`config.mk`:
```
export PLATFORM = sky130hd
export DESIGN_NAME = display_bbox_scaler_flat
export DESIGN_NICKNAME = d
export VERILOG_FILES = /design/src/rtl/display_bbox_scaler_if.sv /design/src/rtl/display_bbox_scaler.sv /design/src/flat_wrapper.sv
export SDC_FILE = /design/constraint.sdc
export NUM_CORES = 1
export LEC_CHECK = 0
export ABC_CLOCK_PERIOD_IN_PS = 18730
export CORE_MARGIN = 2
export CORE_UTILIZATION = 35
export DETAILED_ROUTE_END_ITERATION = 8
export GPL_ROUTABILITY_DRIVEN = 0
export REMOVE_ABC_BUFFERS = 1
export SLEW_MARGIN = 30
export SYNTH_ARGS = -nofsm -noshare
export SYNTH_HDL_FRONTEND = slang
export SYNTH_SLANG_ARGS = --single-unit
export TNS_END_PERCENT = 10
```
`constraint.sdc`:
```
create_clock -name clk -period 18.73 [get_ports clk]
set_input_delay 2.8095 -clock clk [delete_from_list [all_inputs] [get_ports clk]]
set_output_delay 2.8095 -clock clk [all_outputs]
set_load 0.005 [all_outputs]
```
`src/rtl/display_bbox_scaler_if.sv`:
```
// Detection stream from YOLO post-processing into the bbox scaler.
// The master drives detection words; the slave returns det_ready.
interface display_bbox_scaler_if;
  logic [63:0] det_data;
  logic        det_valid;
  logic        det_last;
  logic        det_null;
  logic        det_ready;

  modport master (
    output det_data,
    output det_valid,
    output det_last,
    output det_null,
    input  det_ready
  );

  modport slave (
    input  det_data,
    input  det_valid,
    input  det_last,
    input  det_null,
    output det_ready
  );
endinterface

```
`src/rtl/display_bbox_scaler.sv`:
```
// Buffers one frame of model-space boxes and, on vertical blanking, emits exactly
// MAX_BBOX scaled, clipped display boxes (all-ones for unused or degenerate slots).
module display_bbox_scaler #(
  parameter int          MAX_BBOX     = 5,
  parameter int          FRAME_WIDTH  = 1280,
  parameter int          FRAME_HEIGHT = 720,
  parameter logic [15:0] SCALE_X      = 16'h0D55,
  parameter logic [15:0] SCALE_Y      = 16'h0780
) (
  input  logic                   clk,
  input  logic                   rst_n,
  display_bbox_scaler_if.slave   det,
  input  logic                   vblank_pulse,
  output logic [63:0]            bbox_data_out,
  output logic                   bbox_data_out_valid,
  output logic                   bbox_overflow
);

  localparam int              CW        = $clog2(MAX_BBOX + 2);
  localparam logic [CW-1:0]   MAX_CNT   = CW'(MAX_BBOX);
  localparam logic [CW-1:0]   LAST_FCNT = CW'(MAX_BBOX + 1);
  localparam logic [15:0]     X_LIM     = 16'(FRAME_WIDTH - 1);
  localparam logic [15:0]     Y_LIM     = 16'(FRAME_HEIGHT - 1);
  localparam logic [63:0]     NO_BOX    = 64'hFFFF_FFFF_FFFF_FFFF;

  typedef enum logic [1:0] {
    COLLECT = 2'd0,
    PENDING = 2'd1,
    FLUSH   = 2'd2
  } state_t;

  state_t        state_r;
  state_t        state_s;
  logic          ready_r;
  logic [CW-1:0] count_r;
  logic [CW-1:0] fcnt_r;
  logic [63:0]   buffer_r [MAX_BBOX];
  logic          ovf_r;

  logic          xfer_s;
  logic          store_s;
  logic          drop_s;
  logic          issue_s;
  logic          flush_done_s;
  logic [63:0]   rd_s;

  logic          s1_valid_r;
  logic          s1_empty_r;
  logic [31:0]   s1_prod_r [4];

  logic [15:0]   cx0_s;
  logic [15:0]   cy0_s;
  logic [15:0]   cx1_s;
  logic [15:0]   cy1_s;
  logic [63:0]   word_s;

  // Round half-up to integer pixels, then clamp to the last valid pixel.
  function automatic logic [15:0] round_clip(input logic [31:0] prod, input logic [15:0] lim);
    logic [32:0] sum;
    logic [24:0] scaled;
    sum    = {1'b0, prod} + 33'h0_0000_0080;
    scaled = sum[32:8];
    if (scaled > {9'd0, lim}) begin
      round_clip = lim;
    end else begin
      round_clip = scaled[15:0];
    end
  endfunction

  assign det.det_ready       = ready_r;
  assign bbox_overflow       = ovf_r;
  assign xfer_s       = det.det_valid & ready_r;
  assign store_s      = xfer_s & ~det.det_null & (count_r < MAX_CNT);
  assign drop_s       = xfer_s & ~det.det_null & (count_r == MAX_CNT);
  assign issue_s      = (state_r == FLUSH) && (fcnt_r < MAX_CNT);
  assign flush_done_s = (state_r == FLUSH) && (fcnt_r == LAST_FCNT);

  // Next-state decode for the collect / pending / flush sequencer.
  always_comb begin
    state_s = state_r;
    case (state_r)
      COLLECT: begin
        if (xfer_s && (det.det_last || det.det_null)) begin
          state_s = PENDING;
        end else begin
          state_s = COLLECT;
        end
      end
      PENDING: begin
        if (vblank_pulse) begin
          state_s = FLUSH;
        end else begin
          state_s = PENDING;
        end
      end
      FLUSH: begin
        if (flush_done_s) begin
          state_s = COLLECT;
        end else begin
          state_s = FLUSH;
        end
      end
      default: state_s = COLLECT;
    endcase
  end

  // State register; ready is registered from the next state so it tracks COLLECT.
  always_ff @(posedge clk or negedge rst_n) begin
    if (!rst_n) begin
      state_r <= COLLECT;
      ready_r <= 1'b0;
    end else begin
      state_r <= state_s;
      ready_r <= (state_s == COLLECT);
    end
  end

  // Box count: saturates at MAX_BBOX, cleared once the flush has drained.
  always_ff @(posedge clk or negedge rst_n) begin
    if (!rst_n) begin
      count_r <= CW'(0);
    end else if (store_s) begin
      count_r <= count_r + CW'(1);
    end else if (flush_done_s) begin
      count_r <= CW'(0);
    end
  end

  // Raw detection buffer, written in arrival order.
  always_ff @(posedge clk or negedge rst_n) begin
    if (!rst_n) begin
      for (int i = 0; i < MAX_BBOX; i++) begin
        buffer_r[i] <= 64'd0;
      end
    end else begin
      for (int i = 0; i < MAX_BBOX; i++) begin
        if (store_s && (count_r == CW'(i))) begin
          buffer_r[i] <= det.det_data;
        end
      end
    end
  end

  // Drop indication, one cycle after the rejected transfer.
  always_ff @(posedge clk or negedge rst_n) begin
    if (!rst_n) begin
      ovf_r <= 1'b0;
    end else begin
      ovf_r <= drop_s;
    end
  end

  // Flush slot counter: issues slots 0..MAX_BBOX-1, then waits for pipeline drain.
  always_ff @(posedge clk or negedge rst_n) begin
    if (!rst_n) begin
      fcnt_r <= CW'(0);
    end else if ((state_r == FLUSH) && !flush_done_s) begin
      fcnt_r <= fcnt_r + CW'(1);
    end else begin
      fcnt_r <= CW'(0);
    end
  end

  // Buffer read for the slot being issued.
  always_comb begin
    rd_s = 64'd0;
    for (int i = 0; i < MAX_BBOX; i++) begin
      rd_s = (fcnt_r == CW'(i)) ? buffer_r[i] : rd_s;
    end
  end

  // Pipeline stage 1: per-coordinate Q8.8 multiply and empty-slot flag.
  always_ff @(posedge clk or negedge rst_n) begin
    if (!rst_n) begin
      s1_valid_r <= 1'b0;
      s1_empty_r <= 1'b0;
      for (int i = 0; i < 4; i++) begin
        s1_prod_r[i] <= 32'd0;
      end
    end else begin
      s1_valid_r   <= issue_s;
      s1_empty_r   <= (fcnt_r >= count_r);
      s1_prod_r[0] <= 32'(rd_s[63:48]) * 32'(SCALE_X);
      s1_prod_r[1] <= 32'(rd_s[47:32]) * 32'(SCALE_Y);
      s1_prod_r[2] <= 32'(rd_s[31:16]) * 32'(SCALE_X);
      s1_prod_r[3] <= 32'(rd_s[15:0])  * 32'(SCALE_Y);
    end
  end

  // Pipeline stage 2 logic: round, clip, and replace empty/inverted boxes.
  always_comb begin
    cx0_s = round_clip(s1_prod_r[0], X_LIM);
    cy0_s = round_clip(s1_prod_r[1], Y_LIM);
    cx1_s = round_clip(s1_prod_r[2], X_LIM);
    cy1_s = round_clip(s1_prod_r[3], Y_LIM);
    if (s1_empty_r || (cx0_s > cx1_s) || (cy0_s > cy1_s)) begin
      word_s = NO_BOX;
    end else begin
      word_s = {cx0_s, cy0_s, cx1_s, cy1_s};
    end
  end

  // Output register; data is held at zero between flush words.
  always_ff @(posedge clk or negedge rst_n) begin
    if (!rst_n) begin
      bbox_data_out       <= 64'd0;
      bbox_data_out_valid <= 1'b0;
    end else begin
      bbox_data_out       <= s1_valid_r ? word_s : 64'd0;
      bbox_data_out_valid <= s1_valid_r;
    end
  end

endmodule
```
`src/flat_wrapper.sv`:
```
// flat-port wrapper written by rule: the top's interface ports become plain ports
module display_bbox_scaler_flat 
#(
  parameter int          MAX_BBOX     = 5,
  parameter int          FRAME_WIDTH  = 1280,
  parameter int          FRAME_HEIGHT = 720,
  parameter logic [15:0] SCALE_X      = 16'h0D55,
  parameter logic [15:0] SCALE_Y      = 16'h0780
)
  (clk, rst_n, vblank_pulse, bbox_data_out, bbox_data_out_valid, bbox_overflow, det_det_data, det_det_valid, det_det_last, det_det_null, det_det_ready);
  display_bbox_scaler_if det_i ();
  input  logic clk;
  input  logic rst_n;
  input  logic vblank_pulse;
  output logic [63:0] bbox_data_out;
  output logic bbox_data_out_valid;
  output logic bbox_overflow;
  input wire logic [$bits(det_i.det_data)-1:0] det_det_data;
  input wire logic [$bits(det_i.det_valid)-1:0] det_det_valid;
  input wire logic [$bits(det_i.det_last)-1:0] det_det_last;
  input wire logic [$bits(det_i.det_null)-1:0] det_det_null;
  output wire logic [$bits(det_i.det_ready)-1:0] det_det_ready;
  assign det_i.det_data = det_det_data;
  assign det_i.det_valid = det_det_valid;
  assign det_i.det_last = det_det_last;
  assign det_i.det_null = det_det_null;
  assign det_det_ready = det_i.det_ready;
  display_bbox_scaler #(.MAX_BBOX(MAX_BBOX), .FRAME_WIDTH(FRAME_WIDTH), .FRAME_HEIGHT(FRAME_HEIGHT), .SCALE_X(SCALE_X), .SCALE_Y(SCALE_Y)) u_core (.clk(clk), .rst_n(rst_n), .det(det_i), .vblank_pulse(vblank_pulse), .bbox_data_out(bbox_data_out), .bbox_data_out_valid(bbox_data_out_valid), .bbox_overflow(bbox_overflow));
endmodule
```
# After elaboration in Yosys (flattened, before gate mapping)
# Cells that the tools add are included.
[totals]
reg_bits = 493
inputBits = 70
out_inout_bits = 67
word_cells = 90
[op_classes]
addsub = 6
mul = 4
magnitude_cmp = 9
n_eq_ne = 12
mux = 18
bitwise_logic = 5
n_reduce_logical = 18
[op_table]
columns = ["op", "count"]
rows = [
  ["$mux W64", 7],
  ["$mux W16", 4],
  ["$add A28 B8 Y29 const B", 2],
  ["$add A27 B8 Y28 const B", 2],
  ["$mul A16 B12 Y28 const B", 2],
  ["$gt A25 B10 Y1 const B", 2],
  ["$gt A25 B11 Y1 const B", 2],
  ["$mul A16 B4 Y20 const B", 2],
  ["$gt A16 B16 Y1", 2],
  ["$eq A3 B2 Y1 const B", 4],
  ["$eq A3 B3 Y1 const B", 4],
  ["$logic_and A1 B1 Y1", 9],
  ["$mux W3", 3],
  ["$add A3 B1 Y3 const B", 2],
  ["$eq A3 B1 Y1 const B", 2],
  ["$logic_not A3 Y1", 2],
  ["$lt A3 B3 Y1 const B", 2],
  ["$pmux W2 S3", 1],
  ["$and A1 B1 Y1", 4],
  ["$logic_not A2 Y1", 2],
  ["$mux W2", 2],
  ["$ge A3 B3 Y1", 1],
  ["$logic_or A1 B1 Y1", 3],
  ["$eq A2 B1 Y1 const B", 1],
  ["other kinds (5)", 5],
]

# Depth between registers and ports, before layout
[depth]
ltp_word = 8
depth_mapped = 28
mapped_depth_nobuf = 27

# Least setup slack after synthesis
# OpenSTA, ideal clock, no wires.
[synth_timing]
kind = "reg2reg"
startpoint = "reg u_core.fcnt_r[0]"
endpoint = "reg u_core.s1_prod_r[122] in the netlist's numbering"
setup_time_ns = 0.080
arrival_time_ns = 6.719
required_time_ns = 18.650
setup_slack_ns = 11.931
path_stages_with_launch = 29
path_buffers = 3
synth_period_minus_slack_ns = 6.799
cell_sequence = "dfrtp_1 > inv_1 > ha_1 > nor3b_1 > clkbuf_1 > clkbuf_1 > buf_1 > a221oi_1 > nor3_1 > a21oi_1 > o21ai_0 > ha_1 > inv_1 > fa_1 > inv_1 > fa_1 > inv_1 > fa_1 > fa_1 > inv_1 > ha_1 > a2111o_1 > a31oi_1 > o21ai_0 > a21oi_1 > nor3_1 > or3_1 > a21oi_1 > xnor2_1"
[synth_between]
elab_chain_cells = 7
elab_cells_between_ends = 11
cone_classes = "mul: 1; eq/ne: 4; mux: 5; reduce/logical: 1"
[synth_rtl]
columns = ["item", "line", "source"]
rows = [
  ["start, declared", "display_bbox_scaler.sv:36", "logic [CW-1:0] fcnt_r;"],
  ["start signal, assigned", "display_bbox_scaler.sv:158", "fcnt_r <= fcnt_r + CW'(1);"],
  ["$logic_not A3 Y1", "display_bbox_scaler.sv:168", "rd_s = (fcnt_r == CW'(i)) ? buffer_r[i] : rd_s;"],
  ["$mux W64 (4 in a row)", "display_bbox_scaler.sv:168", ""],
  ["$mux W64 (*)", "display_bbox_scaler.sv:168", ""],
  ["$mul A16 B12 Y28 (*)", "display_bbox_scaler.sv:183", "s1_prod_r[0] <= 32'(rd_s[63:48]) * 32'(SCALE_X);"],
  ["end, declared", "display_bbox_scaler.sv:49", "logic [31:0] s1_prod_r [4];"],
]
# Every way passes the cells marked *; elsewhere a longest branch is shown, timed or not.
# A chain may end at the register's enable or synchronous reset.

# Worst setup path after layout
# Same ends and word-level chain as after synthesis.

==> reports/results.ini <==
[cts]
cts_made_buffers=54
h-tree-depth=2
clk_latency_ns=0.64
root_buffer=clkbuf_16
cts_resized=0
post_cts_buffers=0
clockBufferDepth=3
clkTransAtPathRegs_ns=0.06
cts_tree=done
clock_sinks=479
holdBufCountCts=0

[final_layout]
drive_gt1_share_pct=15.8
area_delta_synth_final_pct=15.1
mostFrequentLayoutCells=479 x dfrtp_1, 327 x inv_1, 321 x mux2_2, 286 x ha_1, 176 x fa_1
nNetsFinal=3483
final_common_cell=dfrtp_1

[worst_setup_path]
r2r_slack_ns=11.11
end_kind=flip-flop
arrival_ns=8.16
startpoint_type=flip-flop
critPathLaunch=u_core.fcnt_r[0]
timing.rr.start=u_core.fcnt_r[0]
crit_required_ns=19.27
cpMostUsedCell=inv_1
max_stage_delay_ns=0.68
crit_type=flip-flop to flip-flop
crit_path_top_delay_cell=and2_4
crit_path_max_fanout=84

[floorplanning]
die_x_um=302
initial_utilization_pct=35.2
die_h_um=302
pin_count=137
rows=109
die_area_um2=91100
core_area_um2=88100

[timing]
clock_skew_ns=0.0341
slew_viol_final=0
period_minus_slack_ns=7.62
hold_viol_final=0
worst_hold_slack_ns=0.453
final.period_utilization_pct=40.7
max_slew.worst_pin.slew_ns=1.01
fmax_mhz=131
setup_viol=0
rsz0062_at_grt=false
tns_ns=0
relSlewSlack_pct=32.0

[route]
routed_wl_mm=72.4
drc=0
vias=20500
via_per_inst=4.94
wl_per_cell_um=17.4
ant_nets=0
drtIter0Drc=897
dr.pass1.iters=6

[yosys]
ys_seq_area_share_pct=38.6
syn_area_per_cell_um2=11.0
ys_seq_elements=479
synth-edff-count=0
syn_inst=2824
synth_flop_cell=dfrtp_1
netlist_area_um2=31000
synth-async-reset-ratio_pct=100
yosysWarnings=0
yosysUniqueCellTypes=66

[global_routing]
grt_pass1_wl_mm=119
grt_start_max_net_pins=96
globalRoute.totalOverflow=0
grt_use_total_pct=16.4
grt_pass1_vias=21400
antenna_found_initial=13

[hold_path]
hp-class=flip-flop to flip-flop
min-delay-start=u_core.state_r[1]

[outcome]
status=finished, final reports clean

[place]
port_buffers=136
hpwl_mm=52.4

[job]
max_cap_viol_count=0

## metrics by stage
stage / instance area (µm²) / utilization, % / std cells / setup WS, ns
floorplan: 30700 / - / 2734 / 9.14
global placement: 33800 / 38.3 / 4057 / 11.33
detailed placement: 33800 / 38.4 / 4059 / 11.15
CTS: 35700 / 40.5 / 4158 / 11.11
global route: 35700 / 40.5 / 4158 / 10.56
finish: 35700 / 40.5 / 4161 / 11.11
## flip-flops by register name (all words and copies together), names as in the netlist
register / count
u_core.bbox_data_out: 64
u_core.s1_empty_r: 1
u_core.s1_valid_r: 1
u_core.det.det_ready: 1
u_core.count_r: 3
u_core.fcnt_r: 3
u_core.bbox_overflow: 1
u_core.s1_prod_r: 82
u_core.buffer_r: 320
u_core.state_r: 2
u_core.bbox_data_out_valid: 1
## final timing paths
check,end,depth (start not counted)
max,u_core.s1_prod_r[122],25
max in group asynchronous,u_core.buffer_r[89],4
max reg2reg,u_core.s1_prod_r[122],25
min,u_core.state_r[0],1
min reg2reg,u_core.state_r[0],1
min in group asynchronous,u_core.s1_prod_r[25],1
## cell families (layout without fill, tap and decap cells)
logic type / count (synthesis) / after routing / synth area share [%]
and+or+nand+nor: 551 / 551 / 8.45
xor gates and xnor gates: 106 / 106 / 2.99
other: 2 / 25 / 0.0242
AOI/OAI and AO/OA: 461 / 461 / 9.86
DFF: 479 / 479 / 38.6
buffers and inverters: 437 / 586 / 5.36
muxes: 325 / 325 / 11.8
adders and majority gates: 463 / 463 / 22.9
## layout make-up
cell class              count  area [µm²]
flip-flops and latches    479       12000
multi-input cells        1928       17600
diodes                      3        7.51
inverters                 327        1230
clock inverters            25         355
clock buffers              74        1520
repair buffers            160        1590
well taps                1165        1460
fillers                  8558       52400
## cells in the mapped netlist (3+ instances only)
| library cell | number | share of area [%] |
|---|---|---|
| a211o_1 | 5 | 0.14 |
| or2_2 | 7 | 0.14 |
| mux2i_1 | 3 | 0.097 |
| clkbuf_1 | 96 | 1.2 |
| and4b_1 | 3 | 0.097 |
| o21ai_0 | 82 | 1.3 |
| o22ai_1 | 4 | 0.081 |
| or3_1 | 9 | 0.18 |
| xor2_1 | 34 | 0.96 |
| a31oi_1 | 27 | 0.54 |
| nor4_1 | 7 | 0.14 |
| inv_1 | 327 | 4.0 |
| and4_1 | 5 | 0.14 |
| and2_1 | 20 | 0.40 |
| buf_1 | 5 | 0.060 |
| a31o_2 | 10 | 0.28 |
| nand2b_1 | 9 | 0.18 |
| nor2b_1 | 12 | 0.24 |
| buf_2 | 6 | 0.097 |
| mux2_2 | 321 | 12 |
| ha_1 | 287 | 12 |
| a21oi_1 | 134 | 2.2 |
| a21o_1 | 30 | 0.73 |
| o21a_1 | 39 | 0.94 |
| dfrtp_1 | 479 | 39 |
| a21boi_0 | 3 | 0.073 |
| nor2_1 | 161 | 1.9 |
| and3_1 | 12 | 0.24 |
| nand4_1 | 24 | 0.48 |
| nor3_1 | 107 | 1.7 |
| fa_1 | 176 | 11 |
| a221oi_1 | 66 | 1.9 |
| o2111ai_1 | 3 | 0.085 |
| nand3_1 | 41 | 0.66 |
| xnor2_1 | 72 | 2.0 |
| o21bai_1 | 9 | 0.22 |
| o31a_1 | 24 | 0.68 |
| a2111o_1 | 3 | 0.11 |
| nand2_1 | 123 | 1.5 |
| o211ai_1 | 5 | 0.12 |
## routing by layer
metal | vias up | track usage (%) | part of all wire [%]
li1 | 9996 | - | -
met1 | 10200 | 22.5 | 47
met2 | 278 | 26.9 | 46
met3 | 96 | 3.18 | 5.0
met4 | 24 | 3.39 | 1.6
met5 | - | 0 | 0.23
## critical path: cells and delay by family (launching register included)
kind                     cells  cell delay (ns)
AO/OA/AOI/OAI                6             1.59
XOR/XNOR                     1             0.13
adder cells (fa/ha/maj)      7             2.92
buffers and inverters        7             1.09
flip-flops                   1             0.42
AND/OR/NAND/NOR              4             1.30
Power is left out: the tool's default activity adds up to more than one toggle a clock period on the data nets, which glitch-free logic cannot reach.
